### src/rtl/carfield_boot_sequencer.sv
// carfield_boot_sequencer: single bus-master bring-up flow (OT preload/wake, host preload/wake, EOC polling)
// Ports:
//   clk_i, rst_i                  clock, asynchronous active-high reset
//   rtc_i                         RTC level; rising edges gate the start of the flow
//   boot_mode_i, preload_mode_i   flow selection, latched once the RTC wait completes
//   host_entry_i                  host entry address written at host wake
//   img_*                         image word stream (valid/ready handshake)
//   bus_*                         single-outstanding request/grant/response bus master
//   busy_o, done_o, exit_code_o, error_o   sequence status
module carfield_boot_sequencer #(
   parameter int unsigned             AddrWidth       = 32,
   parameter int unsigned             DataWidth       = 32,
   parameter int unsigned             RtcWaitEdges    = 4,
   parameter logic [DataWidth-1:0]    OtBootAddr      = DataWidth'(32'hE000_0080),
   parameter logic [AddrWidth-1:0]    OtWakeRegAddr   = AddrWidth'(32'h0300_0000),
   parameter logic [AddrWidth-1:0]    HostWakeRegAddr = AddrWidth'(32'h0300_0004),
   parameter logic [AddrWidth-1:0]    EocRegAddr      = AddrWidth'(32'h0300_0008),
   parameter int unsigned             PollInterval    = 64
) (
   input  logic                 clk_i,
   input  logic                 rst_i,
   input  logic                 rtc_i,
   input  logic [1:0]           boot_mode_i,
   input  logic [1:0]           preload_mode_i,
   input  logic [AddrWidth-1:0] host_entry_i,
   input  logic                 img_valid_i,
   output logic                 img_ready_o,
   input  logic                 img_sel_i,
   input  logic [AddrWidth-1:0] img_addr_i,
   input  logic [DataWidth-1:0] img_data_i,
   input  logic                 img_last_i,
   output logic                 bus_req_o,
   output logic                 bus_we_o,
   output logic [AddrWidth-1:0] bus_addr_o,
   output logic [DataWidth-1:0] bus_wdata_o,
   input  logic                 bus_gnt_i,
   input  logic                 bus_rvalid_i,
   input  logic [DataWidth-1:0] bus_rdata_i,
   output logic                 busy_o,
   output logic                 done_o,
   output logic [DataWidth-1:0] exit_code_o,
   output logic                 error_o
);
   typedef enum logic [3:0] {S_IDLE, S_DISPATCH, S_OT_LOAD, S_OT_WAKE, S_HOST_LOAD, S_HOST_WAKE, S_POLL, S_DONE, S_ERROR} state_t;
   typedef enum logic [1:0] {PH_NONE, PH_REQ, PH_RSP} phase_t;
   localparam int unsigned CntMax = PollInterval > RtcWaitEdges ? PollInterval : RtcWaitEdges;
   localparam int unsigned CntW   = $clog2(CntMax + 1);
   state_t                 r_state, w_next;
   phase_t                 r_ph;
   logic                   r_rtc_q, r_we, r_last;
   logic [CntW-1:0]        r_cnt;
   logic [1:0]             r_boot, r_pre;
   logic [AddrWidth-1:0]   r_addr;
   logic [DataWidth-1:0]   r_wdata, r_exit;
   logic                   w_rtc_rise, w_start, w_load, w_free, w_sel_ok, w_accept, w_bad, w_issue, w_cmpl;
   assign w_rtc_rise = rtc_i & ~r_rtc_q;
   assign w_start    = r_state == S_IDLE && w_rtc_rise && r_cnt == CntW'(RtcWaitEdges - 1);
   assign w_load     = r_state inside {S_OT_LOAD, S_HOST_LOAD};
   assign w_free     = r_ph == PH_NONE;
   assign w_sel_ok   = img_sel_i == (r_state == S_HOST_LOAD);
   assign w_accept   = w_load && w_free && img_valid_i && w_sel_ok;
   assign w_bad      = w_load && w_free && img_valid_i && !w_sel_ok;
   // wake writes fire on state entry; EOC reads fire once the poll gap has drained
   assign w_issue    = w_free && (r_state inside {S_OT_WAKE, S_HOST_WAKE} || (r_state == S_POLL && r_cnt == '0));
   // response may coincide with the grant or follow it
   assign w_cmpl     = (r_ph == PH_REQ && bus_gnt_i && bus_rvalid_i) || (r_ph == PH_RSP && bus_rvalid_i);
   assign img_ready_o = w_accept;
   assign bus_req_o   = r_ph == PH_REQ;
   assign bus_we_o    = r_we;
   assign bus_addr_o  = r_addr;
   assign bus_wdata_o = r_wdata;
   assign busy_o      = !(r_state inside {S_IDLE, S_DONE, S_ERROR});
   assign done_o      = r_state == S_DONE;
   assign error_o     = r_state == S_ERROR;
   assign exit_code_o = r_exit;
   always_ff @(posedge clk_i or posedge rst_i) begin
      if (rst_i) r_state <= S_IDLE;
      else r_state <= w_next;
   end
   always_comb begin
      w_next = r_state;
      case (r_state)
         S_IDLE:      w_next = w_start ? S_DISPATCH : S_IDLE;
         S_DISPATCH:  w_next = (r_boot == 2'd1 || (r_boot == 2'd0 && r_pre == 2'd3)) ? S_ERROR :
                               r_boot[1] ? S_POLL : r_pre == 2'd0 ? S_OT_LOAD : S_HOST_LOAD;
         S_OT_LOAD:   w_next = w_bad ? S_ERROR : (w_cmpl && r_last) ? S_OT_WAKE : S_OT_LOAD;
         S_OT_WAKE:   w_next = w_cmpl ? S_HOST_LOAD : S_OT_WAKE;
         S_HOST_LOAD: w_next = w_bad ? S_ERROR : (w_cmpl && r_last) ? S_HOST_WAKE : S_HOST_LOAD;
         S_HOST_WAKE: w_next = w_cmpl ? S_POLL : S_HOST_WAKE;
         S_POLL:      w_next = (w_cmpl && bus_rdata_i[0]) ? S_DONE : S_POLL;
         default:     w_next = r_state;
      endcase
   end
   always_ff @(posedge clk_i or posedge rst_i) begin
      if (rst_i) begin
         r_rtc_q <= 1'b0;
         r_cnt   <= '0;
         r_boot  <= '0;
         r_pre   <= '0;
         r_ph    <= PH_NONE;
         r_we    <= 1'b0;
         r_last  <= 1'b0;
         r_addr  <= '0;
         r_wdata <= '0;
         r_exit  <= '0;
      end else begin
         r_rtc_q <= rtc_i;
         // r_cnt counts RTC edges in IDLE and the idle gap between EOC reads in POLL
         if (r_state == S_IDLE && w_rtc_rise) r_cnt <= w_start ? '0 : r_cnt + 1'b1;
         else if (r_state == S_POLL && w_free && r_cnt != '0) r_cnt <= r_cnt - 1'b1;
         else if (r_state == S_POLL && w_cmpl && !bus_rdata_i[0]) r_cnt <= CntW'(PollInterval);
         if (w_start) begin
            r_boot <= boot_mode_i;
            r_pre  <= preload_mode_i;
         end
         if (w_accept || w_issue) begin
            r_ph    <= PH_REQ;
            r_we    <= r_state != S_POLL;
            r_last  <= img_last_i;
            r_addr  <= w_accept ? img_addr_i : r_state == S_OT_WAKE ? OtWakeRegAddr :
                       r_state == S_HOST_WAKE ? HostWakeRegAddr : EocRegAddr;
            r_wdata <= w_accept ? img_data_i : r_state == S_OT_WAKE ? OtBootAddr :
                       r_state == S_HOST_WAKE ? DataWidth'(host_entry_i) : '0;
         end else if (r_ph == PH_REQ && bus_gnt_i) r_ph <= bus_rvalid_i ? PH_NONE : PH_RSP;
         else if (r_ph == PH_RSP && bus_rvalid_i) r_ph <= PH_NONE;
         if (r_state == S_POLL && w_cmpl && bus_rdata_i[0]) r_exit <= bus_rdata_i >> 1;
      end
   end
endmodule

### config.mk
export PLATFORM = sky130hd
export DESIGN_NAME = carfield_boot_sequencer
export DESIGN_NICKNAME = d
export VERILOG_FILES = /design/src/rtl/carfield_boot_sequencer.sv
export SDC_FILE = /design/constraint.sdc
export NUM_CORES = 1
export LEC_CHECK = 0
export CAP_MARGIN = 25
export CORE_ASPECT_RATIO = 0.8
export CORE_UTILIZATION = 42
export DETAILED_ROUTE_END_ITERATION = 6
export GPL_TIMING_DRIVEN = 1
export PLACE_DENSITY = 0.91
export SLEW_MARGIN = 40
export SYNTH_ARGS = -nofsm -noshare
export SYNTH_HDL_FRONTEND = slang
export SYNTH_SLANG_ARGS = --single-unit
### constraint.sdc
create_clock -name clk_i -period 4.9 [get_ports clk_i]
set_input_delay 0.49 -clock clk_i [delete_from_list [all_inputs] [get_ports clk_i]]
set_output_delay 0.49 -clock clk_i [all_outputs]
set_load 0.03 [all_outputs]
### After elaboration in Yosys (flattened, before gate mapping)

Index checks and enable logic that the tools add are counted.

* flip-flop bits (word level): 115
* output and inout port bits: 102

* reductions and logical operators: 38
* $add $sub $neg: 2
* eq/ne operators: 15
* mux-type cells: 26
* bitwise logic cells: 2

Operator list (number)
* 32-bit two-way mux: 4
* 7-bit two-way mux: 4
* 4-bit case mux with 7 select lines: 1
* 4-bit two-way mux: 5
* 1-bit logical AND: 19
* 4-bit by 3-bit equality test with 1-bit output, second input constant: 4
* 7-bit nonzero test: 2
* 2-bit two-way mux: 5
* 3-bit two-way mux: 3
* 3-bit nonzero test: 3
* 4-bit by 2-bit equality test with 1-bit output, second input constant: 2
* 7-bit by 1-bit adder with 7-bit output, second input constant: 1
* 7-bit by 2-bit equality test with 1-bit output, second input constant: 1
* 7-bit logical NOT: 1
* 7-bit by 1-bit subtractor with 7-bit output, second input constant: 1
* 2-bit logical NOT: 3
* 2-bit by 1-bit equality test with 1-bit output, second input constant: 2
* 2-bit equality test, second input constant: 2
* 4-bit by 1-bit equality test with 1-bit output, second input constant: 1
* 4-bit equality test, second input constant: 1
* 4-bit logical NOT: 1
* 1-bit logical OR: 4
* 1-bit two-way mux: 4
* 4-bit by 3-bit != test with 1-bit output, second input constant: 1
* 5 further kinds: 8

### Longest topological paths before layout

Gate-level depths: netlist of run 1.

* depth after elaboration: 9
* depth in mapped cells: 8

### Worst setup path after synthesis of run 1

No wires, ideal clock.

* kind: reg2out
* start: register r_state[0]
* end: output port img_ready_o
* stages on the path, launching flop included: 8
* path slack: 2625 ps
* arrival: 1785 ps
* path buffers: 4
* cells stage by stage: dfrtp_1 -> buf_2 -> nor4b_4 -> xnor2_1 -> nor4bb_1 -> buf_2 -> buf_2 -> buf_4

* cells in the longest elaborated chain, start to end: 5
* elaborated cells on any way between the ends: 7

Ends and longest elaborated chain
* from (decl): line 48 `state_t r_state, w_next;`
* from (signal assigned): line 78 `else r_state <= w_next;`
* 4-bit by 2-bit equality test with 1-bit output or 4-bit by 3-bit equality test with 1-bit output (tied branches): line 58, 60
* 2-bit nonzero test: line 58 `assign w_load = r_state inside {S_OT_LOAD, S_HOST_LOAD};`
* 1-bit logical AND (2 in a row): line 61 `assign w_accept = w_load && w_free && img_valid_i && w_sel_ok;`
* 1-bit logical AND *: line 61
* to (decl): line 27 `output logic img_ready_o,`

Mark *: on every way between the ends. The rest lies on a longest branch, timed or not.

### Final worst setup path of run 1

* start: register r_state[2]
* end: output port img_ready_o

The elaborated chain is that of the path after synthesis.

==> results.sh, run 1 <==
export IMPL_cts_hold_repair_buffers=0
export IMPL_setup_violations_final=0
export IMPL_fp_dieArea_um2=12900
export IMPL_timing_hold_violations_final=0
export IMPL_synth_enable_flop_cells=0
export IMPL_power_report_internal_total_mw=2.89
export IMPL_totalNegativeSetupSlack_ns=0
export IMPL_p_comb_frac=0.378
export IMPL_synthesis_area_um2=5220
export IMPL_slew_violations=0
export IMPL_die_x_um=127
export IMPL_cp_start_kind="flip-flop"
export IMPL_vias_after_detailed_routing=4316
export IMPL_initial_core_util=0.429
export IMPL_r2r_setup_slack_ns=2.17
export IMPL_p_per_area_nw_per_um2=534
export IMPL_worstPathRequired_ns=4.41
export IMPL_post_route_min_period_ns=3.23
export IMPL_reg2reg_from="r_state[2]$_DFFE_PP0P_"
export IMPL_seqPwrFrac=0.328
export IMPL_critical_path_endpoint_type="output port"
export IMPL_synth_async_sr_flop_share=1.00
export IMPL_drv_max_cap_violation_count=0
export IMPL_cts_sinks=115
export IMPL_worst_path_max_fanout=19
export IMPL_core_region_area_um2=12200
export IMPL_synth_top_flop_cell="sky130_fd_sc_hd__dfrtp_1"
export IMPL_regToRegEndpoint="bus_wdata_o[5]$_DFFE_PP0P_"
export IMPL_first_pass_iters=5
export IMPL_postSynthCellCount=410
export IMPL_ys_seq_area_frac=0.551
export IMPL_timing_critical_path_to="img_ready_o"
export IMPL_timing_critical_path_arrival_ns=2.74
export IMPL_cts_tree="done"
export IMPL_worst_slew_pin_slew_ns=0.687
export IMPL_final_core_utilization=0.689
export IMPL_worst_setup_hold_path_clk_slew_ns=0.05
export IMPL_grt_overflow=0
export IMPL_most_common_library_cell_in_the_layout_ignoring_fill_and_taps="sky130_fd_sc_hd__clkdlybuf4s50_1"
export IMPL_most_common_layout_cells="sky130_fd_sc_hd__clkdlybuf4s50_1 (240), sky130_fd_sc_hd__dfrtp_1 (115), sky130_fd_sc_hd__a22o_1 (57)"
export IMPL_design_area_um2=8380
export IMPL_synth_cell_types=52
export IMPL_io_pin_count=242
export IMPL_crit_path_top_delay_cell="sky130_fd_sc_hd__clkdlybuf4s50_1"
export IMPL_clk_latency_ns=0.42
export IMPL_postSynthNetCount=553
export IMPL_worst_path_dominant_cell_family="buffers and inverters"
export IMPL_syn_to_final_growth_pct=60.6
export IMPL_portBuffers=240
export IMPL_slew_headroom=0.542
export IMPL_final_total_power_mw=4.48
export IMPL_rsz0062_at_grt="no"
export IMPL_cts_buffers_inserted=17
export IMPL_power_ir_vdd_worst_v=0.000301
export IMPL_drc_violations_left=0
export IMPL_cts_resized_gates=0
export IMPL_hold_crit_path_type="reg -> reg"
export IMPL_critical_path_startpoint="r_state[2]$_DFFE_PP0P_"
export IMPL_die_y_um=102
export IMPL_worstSetupPathDepth=4
export IMPL_outcome="finished, final reports clean"
export IMPL_criticalPathCategory="reg -> out"
export IMPL_antenna_found_initial=0
export IMPL_initialDrtViolationCount=224
export IMPL_postRouteWirelength_um=14600
export IMPL_crit_buf_inv=1
export IMPL_cts_root_buf="sky130_fd_sc_hd__clkbuf_16"
export IMPL_power_static_leakage_nw=3.72
export IMPL_syn_avg_cell_area_um2=12.7
export IMPL_power_switching_mw=1.59
export IMPL_switching_share=0.356
export IMPL_first_global_vias=4349
export IMPL_wire_per_inst_um=17.9
export IMPL_hpwl_um=10300
export IMPL_worst_reg_to_reg_path_cell_count=6
export IMPL_final_weighted_congestion_in_routability_driven_placement=0.843
export IMPL_drive_gt1_frac=0.121
export IMPL_pin_count_of_the_biggest_net_entering_global_routing=77
export IMPL_placedInstanceArea_um2=7750
export IMPL_clkPwrFrac=0.294
export IMPL_fin_nets=789
export IMPL_antennaDiodeCount=0
export IMPL_grt_first_pass_wirelength_um=22500
export IMPL_routed_via_density=5.32
export IMPL_worstPathCellList="nor2b_2 -> o21ai_2 -> nor4bb_4 -> clkdlybuf4s50_1"
export IMPL_hold_slack_final_ns=0.496
export IMPL_grtUsageTotal=0.230
export IMPL_cts_htree_levels=4
export IMPL_timing_fmax_mhz=310
export IMPL_worst_clock_skew_ns=0.00886
export IMPL_period_share=0.659
export IMPL_rows=36
export IMPL_clock_path_buffers=2
export IMPL_max_stage_delay_ns=0.76
export IMPL_yosys_warnings=0
export IMPL_synth_seq_cells=115
export IMPL_ant_nets=0
export IMPL_cts_repair_timing_setup_buffer_count=0
==> layout make-up <==
class                      instances  area (um^2)
timing repair buffer             246         2450
clock buffer                      17          425
fill                             833         3780
inverter                          16         65.1
multi-input combinational        250         2160
tap                              152          190
clock inverter                    15          208
sequential                       115         2880
==> power by group through the flow <==
stage                     Clock, mW  Combinational [mW]  Sequential, mW
final                          1.32                1.69            1.47
after global routing           1.39                1.79            1.51
after CTS                      1.34                1.70            1.47
after detailed placement          0                1.69            1.48
after global placement            0                1.65            1.46
after floorplan                   0               0.609            1.82
==> per-stage QoR <==
step                setup WS [ns]  std cells
floorplan                    1.37        410
global placement             1.96        778
detailed placement           2.01        779
CTS                          1.61        811
global route                 1.45        811
finish                       1.67        811
==> layer usage <==
layer	global-route usage	part of all wire	vias to the layer above
li1	-	-	2023
met4	0.0871	0.016	0
met1	0.282	0.43	2096
met3	0.0729	0.064	24
met2	0.385	0.49	173
met5	0	0	-
==> cell usage after synthesis, types with 5 or more instances <==
| master | count | share of area |
|---|---|---|
| sky130_fd_sc_hd__nor3_1 | 6 | 0.0058 |
| sky130_fd_sc_hd__nand2b_1 | 5 | 0.0060 |
| sky130_fd_sc_hd__a221oi_1 | 5 | 0.0084 |
| sky130_fd_sc_hd__clkbuf_1 | 10 | 0.0072 |
| sky130_fd_sc_hd__dfrtp_1 | 115 | 0.55 |
| sky130_fd_sc_hd__nand2_1 | 11 | 0.0079 |
| sky130_fd_sc_hd__a21oi_1 | 17 | 0.016 |
| sky130_fd_sc_hd__inv_1 | 16 | 0.012 |
| sky130_fd_sc_hd__a31oi_1 | 5 | 0.0060 |
| sky130_fd_sc_hd__o21ai_0 | 7 | 0.0067 |
| sky130_fd_sc_hd__a22o_1 | 57 | 0.096 |
| sky130_fd_sc_hd__mux2_1 | 35 | 0.076 |
| sky130_fd_sc_hd__buf_4 | 7 | 0.010 |
| sky130_fd_sc_hd__mux2_2 | 29 | 0.063 |
| sky130_fd_sc_hd__mux2i_1 | 5 | 0.0096 |
| sky130_fd_sc_hd__nor2_1 | 7 | 0.0050 |
| sky130_fd_sc_hd__buf_2 | 12 | 0.012 |
==> state kept, by name, summed over array words and instances (netlist names), 2 cells and up <==
signal       count
bus_addr_o      32
bus_wdata_o     32
exit_code_o     31
r_cnt            7
r_state          4
r_boot           2
r_ph             2
r_pre            2
==> logic make-up after synthesis <==
group,share of synthesized area
AO/OA/AOI/OAI,0.180
XOR/XNOR,0.00336
adder cells (fa/ha/maj),0.00911
buffers and inverters,0.0403
flip-flops,0.551
multiplexers,0.148
other,0.000719
AND/OR/NAND/NOR,0.0679
==> worst register-to-register path, cell delays in order, from the launching register on <==
cell	delay, ns
sky130_fd_sc_hd__dfrtp_1	0.65
sky130_fd_sc_hd__nor2b_2	0.37
sky130_fd_sc_hd__o21ai_2	0.19
sky130_fd_sc_hd__nor4bb_4	0.37
sky130_fd_sc_hd__buf_4	0.61
sky130_fd_sc_hd__a22o_1	0.32
sky130_fd_sc_hd__mux2_2	0.18
==> how the worst min path moves through the flow <==
stage / slack (ns) / to / start / depth (start not counted)
finish: 0.50 / exit_code_o[12]$_DFFE_PP0P_ / exit_code_o[12]$_DFFE_PP0P_ / 1
global placement: 0.47 / exit_code_o[24]$_DFFE_PP0P_ / exit_code_o[24]$_DFFE_PP0P_ / 1
global route: 0.51 / exit_code_o[3]$_DFFE_PP0P_ / exit_code_o[3]$_DFFE_PP0P_ / 1
floorplan: 0.48 / r_last$_DFFE_PP0P_ / r_last$_DFFE_PP0P_ / 1
detailed placement: 0.49 / exit_code_o[3]$_DFFE_PP0P_ / exit_code_o[3]$_DFFE_PP0P_ / 1
CTS: 0.50 / exit_code_o[3]$_DFFE_PP0P_ / exit_code_o[3]$_DFFE_PP0P_ / 1
(Power assumes the default switching activity.)
==> inputs of run 2 (changes only) <==
--- a/config.mk
+++ b/config.mk
@@ -7,10 +7,10 @@
 export LEC_CHECK = 0
 export CAP_MARGIN = 25
 export CORE_ASPECT_RATIO = 0.8
-export CORE_UTILIZATION = 42
+export CORE_UTILIZATION = 38
 export DETAILED_ROUTE_END_ITERATION = 6
 export GPL_TIMING_DRIVEN = 1
-export PLACE_DENSITY = 0.91
+export PLACE_DENSITY = 0.88
 export SLEW_MARGIN = 40
 export SYNTH_ARGS = -nofsm -noshare
 export SYNTH_HDL_FRONTEND = slang
==> constraint.sdc (replaced) <==
create_clock -name clk_i -period 2.61 [get_ports clk_i]
set_input_delay 0.261 -clock clk_i [delete_from_list [all_inputs] [get_ports clk_i]]
set_output_delay 0.261 -clock clk_i [all_outputs]
set_load 0.03 [all_outputs]
==> results.sh, run 2 (synthesized netlist as in run 1, its figures left out) <==
export IMPL_rsz0062_at_grt="no"
export IMPL_grt_first_pass_wirelength_um=23700
export IMPL_portBuffers=240
export IMPL_grt_overflow=0
export IMPL_postRouteWirelength_um=15000
export IMPL_die_x_um=133
export IMPL_grt_busiest_layer="met2"
export IMPL_drive_gt1_frac=0.138
export IMPL_worst_clock_skew_ns=0.00728
export IMPL_cp_start_kind="flip-flop"
export IMPL_clk_latency_ns=0.41
export IMPL_worstPathRequired_ns=2.35
export IMPL_hold_crit_path_type="in -> async"
export IMPL_rows=37
export IMPL_fin_nets=797
export IMPL_groute_layer_met1_usage=0.259
export IMPL_worst_slew_pin_slew_ns=0.711
export IMPL_setup_violations_final=0
export IMPL_hold_slack_final_ns=0.295
export IMPL_criticalPathCategory="reg -> out"
export IMPL_outcome="finished, final reports clean"
export IMPL_worst_setup_hold_path_clk_slew_ns=0.06
export IMPL_most_common_library_cell_in_the_layout_ignoring_fill_and_taps="sky130_fd_sc_hd__clkdlybuf4s50_1"
export IMPL_first_pass_iters=5
export IMPL_final_weighted_congestion_in_routability_driven_placement=0.824
export IMPL_cts_sinks=115
export IMPL_cts_tree="done"
export IMPL_routed_via_density=5.21
export IMPL_globalRouteMet2Util=0.360
export IMPL_timing_fmax_mhz=398
export IMPL_most_common_layout_cells="sky130_fd_sc_hd__clkdlybuf4s50_1 (239), sky130_fd_sc_hd__dfrtp_1 (112), sky130_fd_sc_hd__a22o_1 (57)"
export IMPL_initialDrtViolationCount=261
export IMPL_pin_count_of_the_biggest_net_entering_global_routing=68
export IMPL_post_route_min_period_ns=2.51
export IMPL_initial_core_util=0.397
export IMPL_ant_nets=0
export IMPL_critical_path_endpoint_type="output port"
export IMPL_cts_buffers_inserted=17
export IMPL_period_share=0.962
export IMPL_cts_hold_repair_buffers=0
export IMPL_syn_to_final_growth_pct=63.2
export IMPL_grtUsageTotal=0.218
export IMPL_die_y_um=107
export IMPL_core_region_area_um2=13100
export IMPL_final_total_power_mw=8.41
export IMPL_io_pin_count=242
export IMPL_fp_dieArea_um2=14200
export IMPL_worst_path_max_fanout=17
export IMPL_n_fill_cell=972
export IMPL_cts_root_buf="sky130_fd_sc_hd__clkbuf_16"
export IMPL_slew_headroom=0.519
export IMPL_slew_violations=0
export IMPL_cts_htree_levels=4
export IMPL_p_per_area_nw_per_um2=988
export IMPL_timing_critical_path_arrival_ns=2.25
export IMPL_hpwl_um=10700
export IMPL_totalNegativeSetupSlack_ns=0
export IMPL_first_global_vias=4620
export IMPL_antenna_found_initial=0
export IMPL_antennaDiodeCount=0
export IMPL_grtUsageMet3=0.0728
export IMPL_power_ir_vdd_worst_v=0.000603
export IMPL_clock_path_buffers=2
export IMPL_power_static_leakage_nw=3.76
export IMPL_vias_after_detailed_routing=4387
export IMPL_drc_violations_left=0
export IMPL_timing_hold_violations_final=0
export IMPL_drv_max_cap_violation_count=0
export IMPL_wire_per_inst_um=17.8
-- run 2: metrics by stage --
stage / setup slack (ns) / cell area (um^2) / util / cells
final: 0.0989 / 8520 / 0.648 / 842
after global routing: 0.00572 / 8520 / 0.648 / 842
after CTS: 0.0618 / 8490 / 0.646 / 841
after detailed placement: 0.310 / 7840 / 0.596 / 807
after global placement: 0.352 / 7840 / 0.596 / 807
after floorplan: 0.530 / 5220 / - / 410
-- run 2: area by class of cell --
cell class              count  area [um^2]  area share
well taps                 175          219      0.0257
clock buffers              20          467      0.0548
clock inverters            12          144      0.0169
multi-input cells         250         2170       0.255
flip-flops and latches    115         2880       0.338
inverters                  16         63.8     0.00749
repair buffers            254         2570       0.301
-- run 2: report_power, final --
part | leakage [nW] | switching, mW | internal [mW]
Clock | 0.290 | 0.866 | 1.50
Sequential | 1.54 | 0.468 | 2.30
Combinational | 1.93 | 1.72 | 1.57
-- run 2: path summary, 6_finish.rpt --
kind,depth (start not counted),from,slack [ns],to
setup / recovery,3,r_state[1]$_DFFE_PP0P_,0.1,error_o
hold / removal,3,rst_i,0.29,r_ph[1]$_DFFE_PP0P_
setup reg to reg,8,r_state[1]$_DFFE_PP0P_,0.28,bus_wdata_o[1]$_DFFE_PP0P_
hold reg to reg,1,exit_code_o[19]$_DFFE_PP0P_,0.49,exit_code_o[19]$_DFFE_PP0P_
max in group asynchronous,3,rst_i,1.78,bus_addr_o[18]$_DFFE_PP0P_
min in group clk_i,1,rtc_i,0.35,r_rtc_q$_DFF_PP0_
-- run 2: timing repair --
item	in CTS	in global routing
gates resized for setup	1	4
gates cloned	1	0
endpoints found under the setup margin	2	1
pin swaps	0	0
setup buffers	1	1
-- run 2: critical path, cell delays in order, from the launching register on --
cell and delay [ns]:
sky130_fd_sc_hd__dfrtp_2 0.54, sky130_fd_sc_hd__or2_2 0.37, sky130_fd_sc_hd__nor3b_1 0.21, sky130_fd_sc_hd__clkdlybuf4s50_1 0.73
-- run 2: metal layers --
metal / up-vias / routed length (um)
li1: 2026 / -
met1: 2121 / 6190
met2: 220 / 7350
met3: 20 / 1210
met4: 0 / 248
met5: - / 0
